===== config.mk =====
export PLATFORM = sky130hd
export DESIGN_NAME = machine_timer
export DESIGN_NICKNAME = d
export VERILOG_FILES = /design/src/rtl/machine_timer.sv
export SDC_FILE = /design/constraint.sdc
export NUM_CORES = 1
export LEC_CHECK = 0
export BUFFER_PORTS_ARGS = -buffer_cell sky130_fd_sc_hd__buf_2
export CORE_ASPECT_RATIO = 1.1
export CORE_MARGIN = 5
export CORE_UTILIZATION = 60
export CTS_CLUSTER_DIAMETER = 120
export DETAILED_ROUTE_END_ITERATION = 12
export PLACE_DENSITY_LB_ADDON = 0.05
export SLEW_MARGIN = 20
export SYNTH_ARGS = -nofsm -noshare
export SYNTH_HDL_FRONTEND = slang
export SYNTH_SLANG_ARGS = --single-unit
export TNS_END_PERCENT = 10

===== constraint.sdc =====
create_clock -name clk_i -period 8.7 [get_ports clk_i]
set_input_delay 0.87 -clock clk_i [delete_from_list [all_inputs] [get_ports clk_i]]
set_output_delay 0.87 -clock clk_i [all_outputs]
set_load 0.02 [all_outputs]

===== src/rtl/machine_timer.sv =====
// machine_timer
//   RISC-V machine timer: a free-running 64-bit mtime, a 64-bit mtimecmp and a
//   level interrupt. Software reaches it as a Wishbone B4 pipelined slave.
//   Reading MTIME_LO captures mtime[63:32] into a shadow register, and a later
//   MTIME_HI read returns that shadow. Software therefore gets a tear-free
//   64-bit value by reading LO first and then HI.
//
//   Register map (wb_adr_i[4:2]):
//     0 MTIME_LO, 1 MTIME_HI, 2 MTIMECMP_LO, 3 MTIMECMP_HI, 4 CTRL,
//     5..7 unmapped (read 0, writes ignored, still acked)
//   CTRL bit 0 = EN (reset 1). This bit enables counting.
//
//   Optional feature macro: MTIMER_PRESCALER_EN
//     When defined, CTRL[16+PRESC_W-1:16] holds PRESC. mtime then advances once
//     every PRESC+1 enabled cycles. PRESC_W must not exceed 16.
//
// Ports
//   clk_i        clock
//   rst_i        asynchronous active-high reset
//   wb_cyc_i     bus cycle
//   wb_stb_i     strobe
//   wb_we_i      write enable
//   wb_adr_i     byte address, [4:2] selects the register
//   wb_sel_i     byte lanes
//   wb_dat_i     write data
//   wb_dat_o     read data, valid with wb_ack_o
//   wb_ack_o     acknowledge, one cycle after the request
//   wb_stall_o   always 0
//   irq_timer_o  machine timer interrupt, level, registered
module machine_timer #(
    parameter logic [63:0] MTIMECMP_RST = 64'hFFFF_FFFF_FFFF_FFFF,
    parameter int          PRESC_W      = 16
) (
    input  logic        clk_i,
    input  logic        rst_i,
    input  logic        wb_cyc_i,
    input  logic        wb_stb_i,
    input  logic        wb_we_i,
    input  logic [4:0]  wb_adr_i,
    input  logic [3:0]  wb_sel_i,
    input  logic [31:0] wb_dat_i,
    output logic [31:0] wb_dat_o,
    output logic        wb_ack_o,
    output logic        wb_stall_o,
    output logic        irq_timer_o
);
    localparam logic [2:0] ADR_MTIME_LO = 3'd0;
    localparam logic [2:0] ADR_MTIME_HI = 3'd1;
    localparam logic [2:0] ADR_CMP_LO   = 3'd2;
    localparam logic [2:0] ADR_CMP_HI   = 3'd3;
    localparam logic [2:0] ADR_CTRL     = 3'd4;

    logic [63:0] r_mtime;
    logic [63:0] r_mtimecmp;
    logic        r_en;
    logic [31:0] r_shadowHi;
    logic        r_ack;
    logic [31:0] r_datO;
    logic        r_irq;

    logic        w_req;
    logic        w_wr;
    logic        w_rd;
    logic [2:0]  w_idx;
    logic        w_mtimeLoWr;
    logic        w_mtimeHiWr;
    logic        w_ctrlWrEn;
    logic        w_tick;
    logic [31:0] w_ctrlRd;
    logic [31:0] w_ctrlWr;
    logic [31:0] w_rdData;
    logic        w_unused;

    // Replace only the byte lanes selected by sel. All other bytes keep the old value.
    function automatic logic [31:0] mergeBytes(input logic [31:0] oldVal,
                                               input logic [31:0] newVal,
                                               input logic [3:0]  sel);
        logic [31:0] res;
        res = oldVal;
        for (int b = 0; b < 4; b++) begin
            if (sel[b]) res[8*b +: 8] = newVal[8*b +: 8];
        end
        return res;
    endfunction

    assign w_req       = wb_cyc_i & wb_stb_i;
    assign w_wr        = w_req & wb_we_i;
    assign w_rd        = w_req & ~wb_we_i;
    assign w_idx       = wb_adr_i[4:2];
    // A write with no byte lanes changes nothing, so the tick still happens.
    assign w_mtimeLoWr = w_wr && (w_idx == ADR_MTIME_LO) && (|wb_sel_i);
    assign w_mtimeHiWr = w_wr && (w_idx == ADR_MTIME_HI) && (|wb_sel_i);
    assign w_ctrlWrEn  = w_wr && (w_idx == ADR_CTRL);
    assign w_ctrlWr    = mergeBytes(w_ctrlRd, wb_dat_i, wb_sel_i);

`ifdef MTIMER_PRESCALER_EN
    logic [PRESC_W-1:0] r_presc;
    logic [PRESC_W-1:0] r_div;

    assign w_ctrlRd = (32'(r_presc) << 16) | {31'd0, r_en};
    assign w_tick   = r_en && (r_div == r_presc);

    // Prescaler: the divider counts 0..PRESC. Any CTRL write restarts it, so a
    // new PRESC takes effect from a clean phase. EN=0 holds the divider.
    always_ff @(posedge clk_i or posedge rst_i) begin
        if (rst_i) begin
            r_presc <= '0;
            r_div   <= '0;
        end else begin
            if (w_ctrlWrEn) begin
                r_presc <= w_ctrlWr[16 +: PRESC_W];
                r_div   <= '0;
            end else if (r_en) begin
                r_div <= (r_div == r_presc) ? '0 : r_div + 1'b1;
            end
        end
    end
`else
    assign w_ctrlRd = {31'd0, r_en};
    assign w_tick   = r_en;
`endif

    assign w_unused = ^{wb_adr_i[1:0], w_ctrlWr};

    // mtime: a bus write has priority over the tick. The written half takes the
    // merged bytes and the other half keeps its pre-tick value, so software
    // never sees a lost or duplicated count.
    always_ff @(posedge clk_i or posedge rst_i) begin
        if (rst_i) begin
            r_mtime <= 64'd0;
        end else if (w_mtimeLoWr) begin
            r_mtime[31:0] <= mergeBytes(r_mtime[31:0], wb_dat_i, wb_sel_i);
        end else if (w_mtimeHiWr) begin
            r_mtime[63:32] <= mergeBytes(r_mtime[63:32], wb_dat_i, wb_sel_i);
        end else if (w_tick) begin
            r_mtime <= r_mtime + 64'd1;
        end
    end

    // Snapshot of the high word. It is captured on an MTIME_LO read, so the
    // next MTIME_HI read matches that low word. A write to MTIME_HI also
    // updates the shadow, so the written value reads back directly.
    always_ff @(posedge clk_i or posedge rst_i) begin
        if (rst_i) begin
            r_shadowHi <= 32'd0;
        end else if (w_mtimeHiWr) begin
            r_shadowHi <= mergeBytes(r_mtime[63:32], wb_dat_i, wb_sel_i);
        end else if (w_rd && (w_idx == ADR_MTIME_LO)) begin
            r_shadowHi <= r_mtime[63:32];
        end
    end

    // Compare value and enable bit. Both are plain byte-lane writes.
    always_ff @(posedge clk_i or posedge rst_i) begin
        if (rst_i) begin
            r_mtimecmp <= MTIMECMP_RST;
            r_en       <= 1'b1;
        end else if (w_wr) begin
            if (w_idx == ADR_CMP_LO)
                r_mtimecmp[31:0] <= mergeBytes(r_mtimecmp[31:0], wb_dat_i, wb_sel_i);
            if (w_idx == ADR_CMP_HI)
                r_mtimecmp[63:32] <= mergeBytes(r_mtimecmp[63:32], wb_dat_i, wb_sel_i);
            if (w_idx == ADR_CTRL)
                r_en <= w_ctrlWr[0];
        end
    end

    // Read data mux. It is sampled into wb_dat_o together with the ack.
    always_comb begin
        w_rdData = 32'd0;
        case (w_idx)
            ADR_MTIME_LO: w_rdData = r_mtime[31:0];
            ADR_MTIME_HI: w_rdData = r_shadowHi;
            ADR_CMP_LO:   w_rdData = r_mtimecmp[31:0];
            ADR_CMP_HI:   w_rdData = r_mtimecmp[63:32];
            ADR_CTRL:     w_rdData = w_ctrlRd;
            default:      w_rdData = 32'd0;
        endcase
    end

    // Bus response: every accepted request gets exactly one ack, one cycle later.
    // The interrupt is the registered unsigned compare of the current mtime and mtimecmp.
    always_ff @(posedge clk_i or posedge rst_i) begin
        if (rst_i) begin
            r_ack  <= 1'b0;
            r_datO <= 32'd0;
            r_irq  <= 1'b0;
        end else begin
            r_ack  <= w_req;
            r_datO <= w_rd ? w_rdData : 32'd0;
            r_irq  <= (r_mtime >= r_mtimecmp);
        end
    end

    assign wb_ack_o    = r_ack;
    assign wb_dat_o    = r_datO;
    assign wb_stall_o  = 1'b0;
    assign irq_timer_o = r_irq;
endmodule


==> metrics <==
CTS buffer count 17; CTS tree yes; CP endpoint kind flip-flop; most frequent cells in the layout nand2_1, nor2_1, dfrtp_1; Final period util 0.395; Fillers 1618; RSZ-0062 raised after global routing no; Pint 0.00182 W; Worst Hold Path Cells 2; Clock Power Share 0.335; Yosys cell types 73; Synth warnings 0; delay-heaviest family, CP simple AND/OR/NAND/NOR gates; fin area 0.0127 mm^2; R2R Path End r_mtime[28]$_DFFE_PP0P_; setup TNS 0 ns; Critical Path Source wb_adr_i[3]; vias in the first global route 10500; Max-Cap Viols 0; drt via density 6.66; placed cells 1601; mapped cell area 0.0117 mm^2; Congestion Overflow GR 0; Post-DP HPWL 23900 um; CTS max path bufs 2; EDFF count, synth 0; Layout Nets 1484; Initial DRC Count 1415; arrival time worst endpoint 3.78 ns; CP peak stage delay 0.96 ns; CP Class in2reg; Pins Over Slew Limit 0; worst slew pin tran 1.08 ns; post-cts gate resize count 0; # IOs 81; H-tree depth 4; Setup crit end r_mtime[37]$_DFFE_PP0P_; Die Area 0.0224 mm^2; Most common cell on crit path o21ai_0; Overall Global Routing Usage 0.323; Final Critical Period 3.44 ns; CTS Sinks 195; R2R setup slack 5.70 ns; flops & latches, synth 195; status finished clean; # hold bufs at CTS 0; Rows 53; CP required 9.04 ns; syn nets 1464; first-pass GRT wire length 56800 um; wire per inst 21.9 um; PD cells 208 mW/mm^2; later-pin clock latency in the skew report 0.45 ns; Multi-input gate area 0.00600 mm^2; final hold violations 0; largest net degree at the start of global routing 116; slowest library cell on the worst path nand3_2; Core Region 0.0192 mm^2; Post-Syn Instances 1353; area grow syn2layout 8.96%; share of cells above drive strength 1 0.158; antenna violations before repair 0; GPL Wtd Cong 0.926; post-CTS setup buffer count 0; starting density of the core 0.609; final wirelength 35700 um; skew final 0.0119 ns; Final Hold Slack 0.514 ns; leak pwr 5.67 nW; Via Count 10900; Antenna Diode Count 0; die height 156 um; crit path cell chain buf_2 > nor3_4 > buf_4 > nand3_2 > o21a_1 > o21ai_0 > o21ai_0 > o311ai_1; Max IR drop VDD 0.000152 V; Reg2Reg Launch Point r_mtime[0]$_DFFE_PP0P_; Sw Ratio 0.313; Avg Inst Size Synth 8.63 um^2; PortBufs 77; TritonRoute pass-1 iters 6; Primary FF master, synth dfrtp_1; final-report setup violation count 0; die span in x 143 um; worst reg2reg path depth 7; CP max FO 45; Final ANT Viol Nets 0; Worst Path Buf+Inv 2; combinational power share 0.198; Psw 0.000826 W; Max Fclk 291 MHz; clock-pin slew on the worst setup and hold paths 0.07 ns; placed inst area 0.0121 mm^2; clock root cell clkbuf_16; Startpoint Class input pin; number of remaining DRC errors 0; Register Area 0.00496 mm^2; final non-filler cell total 1633; ys async rst share 1.00; WP depth 8; commonest non-fill, non-tap cell in the layout nand2_1; sequential share of the synthesized area 0.425; Worst slew margin 0.279; Hold Path Class reg2reg; Flop pwr share 0.467
-- worst min-delay path by stage --
stage | from | endpoint | slack, ns
after floorplan | r_mtimecmp[32]$_DFFE_PP1P_ | r_mtimecmp[32]$_DFFE_PP1P_ | 0.48
after global placement | r_mtimecmp[3]$_DFFE_PP1P_ | r_mtimecmp[3]$_DFFE_PP1P_ | 0.50
after detailed placement | r_mtimecmp[16]$_DFFE_PP1P_ | r_mtimecmp[16]$_DFFE_PP1P_ | 0.50
after CTS | r_mtimecmp[16]$_DFFE_PP1P_ | r_mtimecmp[16]$_DFFE_PP1P_ | 0.52
after global routing | r_mtimecmp[48]$_DFFE_PP1P_ | r_mtimecmp[48]$_DFFE_PP1P_ | 0.53
final | r_mtimecmp[29]$_DFFE_PP1P_ | r_mtimecmp[29]$_DFFE_PP1P_ | 0.51
-- metal layers --
metal / wire length [um] / GRT usage / vias to the layer above / part of all wire
met2: 16700 / 0.514 / 566 / 0.47
met4: 1340 / 0.142 / 0 / 0.038
met1: 14800 / 0.440 / 5220 / 0.42
li1: - / - / 4983 / -
met5: 0 / 0 / - / 0
met3: 2840 / 0.0498 / 110 / 0.080
-- layout make-up --
class / instances / share of cell area
Tap cell: 247 / 0.0243
Clock inverter: 11 / 0.0155
Sequential cell: 195 / 0.390
Multi-Input combinational cell: 985 / 0.471
Clock buffer: 21 / 0.0354
Inverter: 84 / 0.0254
Timing Repair Buffer: 90 / 0.0382
-- tightest hold or removal path: cells and delay by family, from the launching register on --
family                 cells  cell delay, ns
flip-flops                 1            0.37
AO/OA/AOI/OAI              1            0.08
buffers and inverters      1            0.06
-- flip-flops by register name (all words and copies together) (netlist names) --
register and count:
irq_timer_o 1, wb_dat_o 32, wb_ack_o 1, r_en 1, r_mtimecmp 64, r_mtime 64
r_shadowHi 32
-- metrics by stage --
stage                     total power [W]   util  setup slack [ns]
after global placement            0.00173  0.630              4.88
after floorplan                   0.00158      -              2.63
final                             0.00264  0.664              5.26
after detailed placement          0.00176  0.630              4.89
after global routing              0.00277  0.664              5.09
after CTS                         0.00264  0.664              5.32
-- synth_stat cells, types with 9 or more instances --
cell type  count  area (um^2)
ha_1          65          813
clkbuf_1      45          169
nor2_1       136          510
o211ai_1      10         75.1
nand4_1       39          244
nand2_1      139          522
nor3_1        16         80.1
dfstp_2       65         1710
buf_2         29          145
inv_1         84          315
o21ai_0      114          571
and3_1        22          138
a211oi_1       9         67.6
o22ai_1       44          275
and4_1        11         96.3
a22oi_1       65          488
a31oi_1       11         68.8
o311ai_1      10         87.6
a21oi_1      105          526
and2_1         9         56.3
nand3_1       60          300
dfrtp_1      130         3250
-- power groups by stage --
stage	Clock [W]	Sequential (W)	Combinational [W]
6_report	0.000885	0.00123	0.000523
5_1_grt	0.000929	0.00125	0.000593
4_1_cts	0.000889	0.00123	0.000519
3_5_place_dp	0	0.00124	0.000516
3_3_place_gp	0	0.00124	0.000496
2_1_floorplan	0	0.00120	0.000382
-- logic make-up (layout without fill, tap and decap cells) --
logic type / count (synthesis) / after routing / synth area share
AND/OR/NAND/NOR: 489 / 489 / 0.210
AO/OA/AOI/OAI: 425 / 425 / 0.228
flip-flops: 195 / 195 / 0.425
buffers and inverters: 173 / 206 / 0.0634
adder cells (fa/ha/maj): 65 / 65 / 0.0696
multiplexers: 5 / 5 / 0.00461
other: 1 / 1 / 0.000321
No activity file was read; power rests on OpenSTA's default activity.
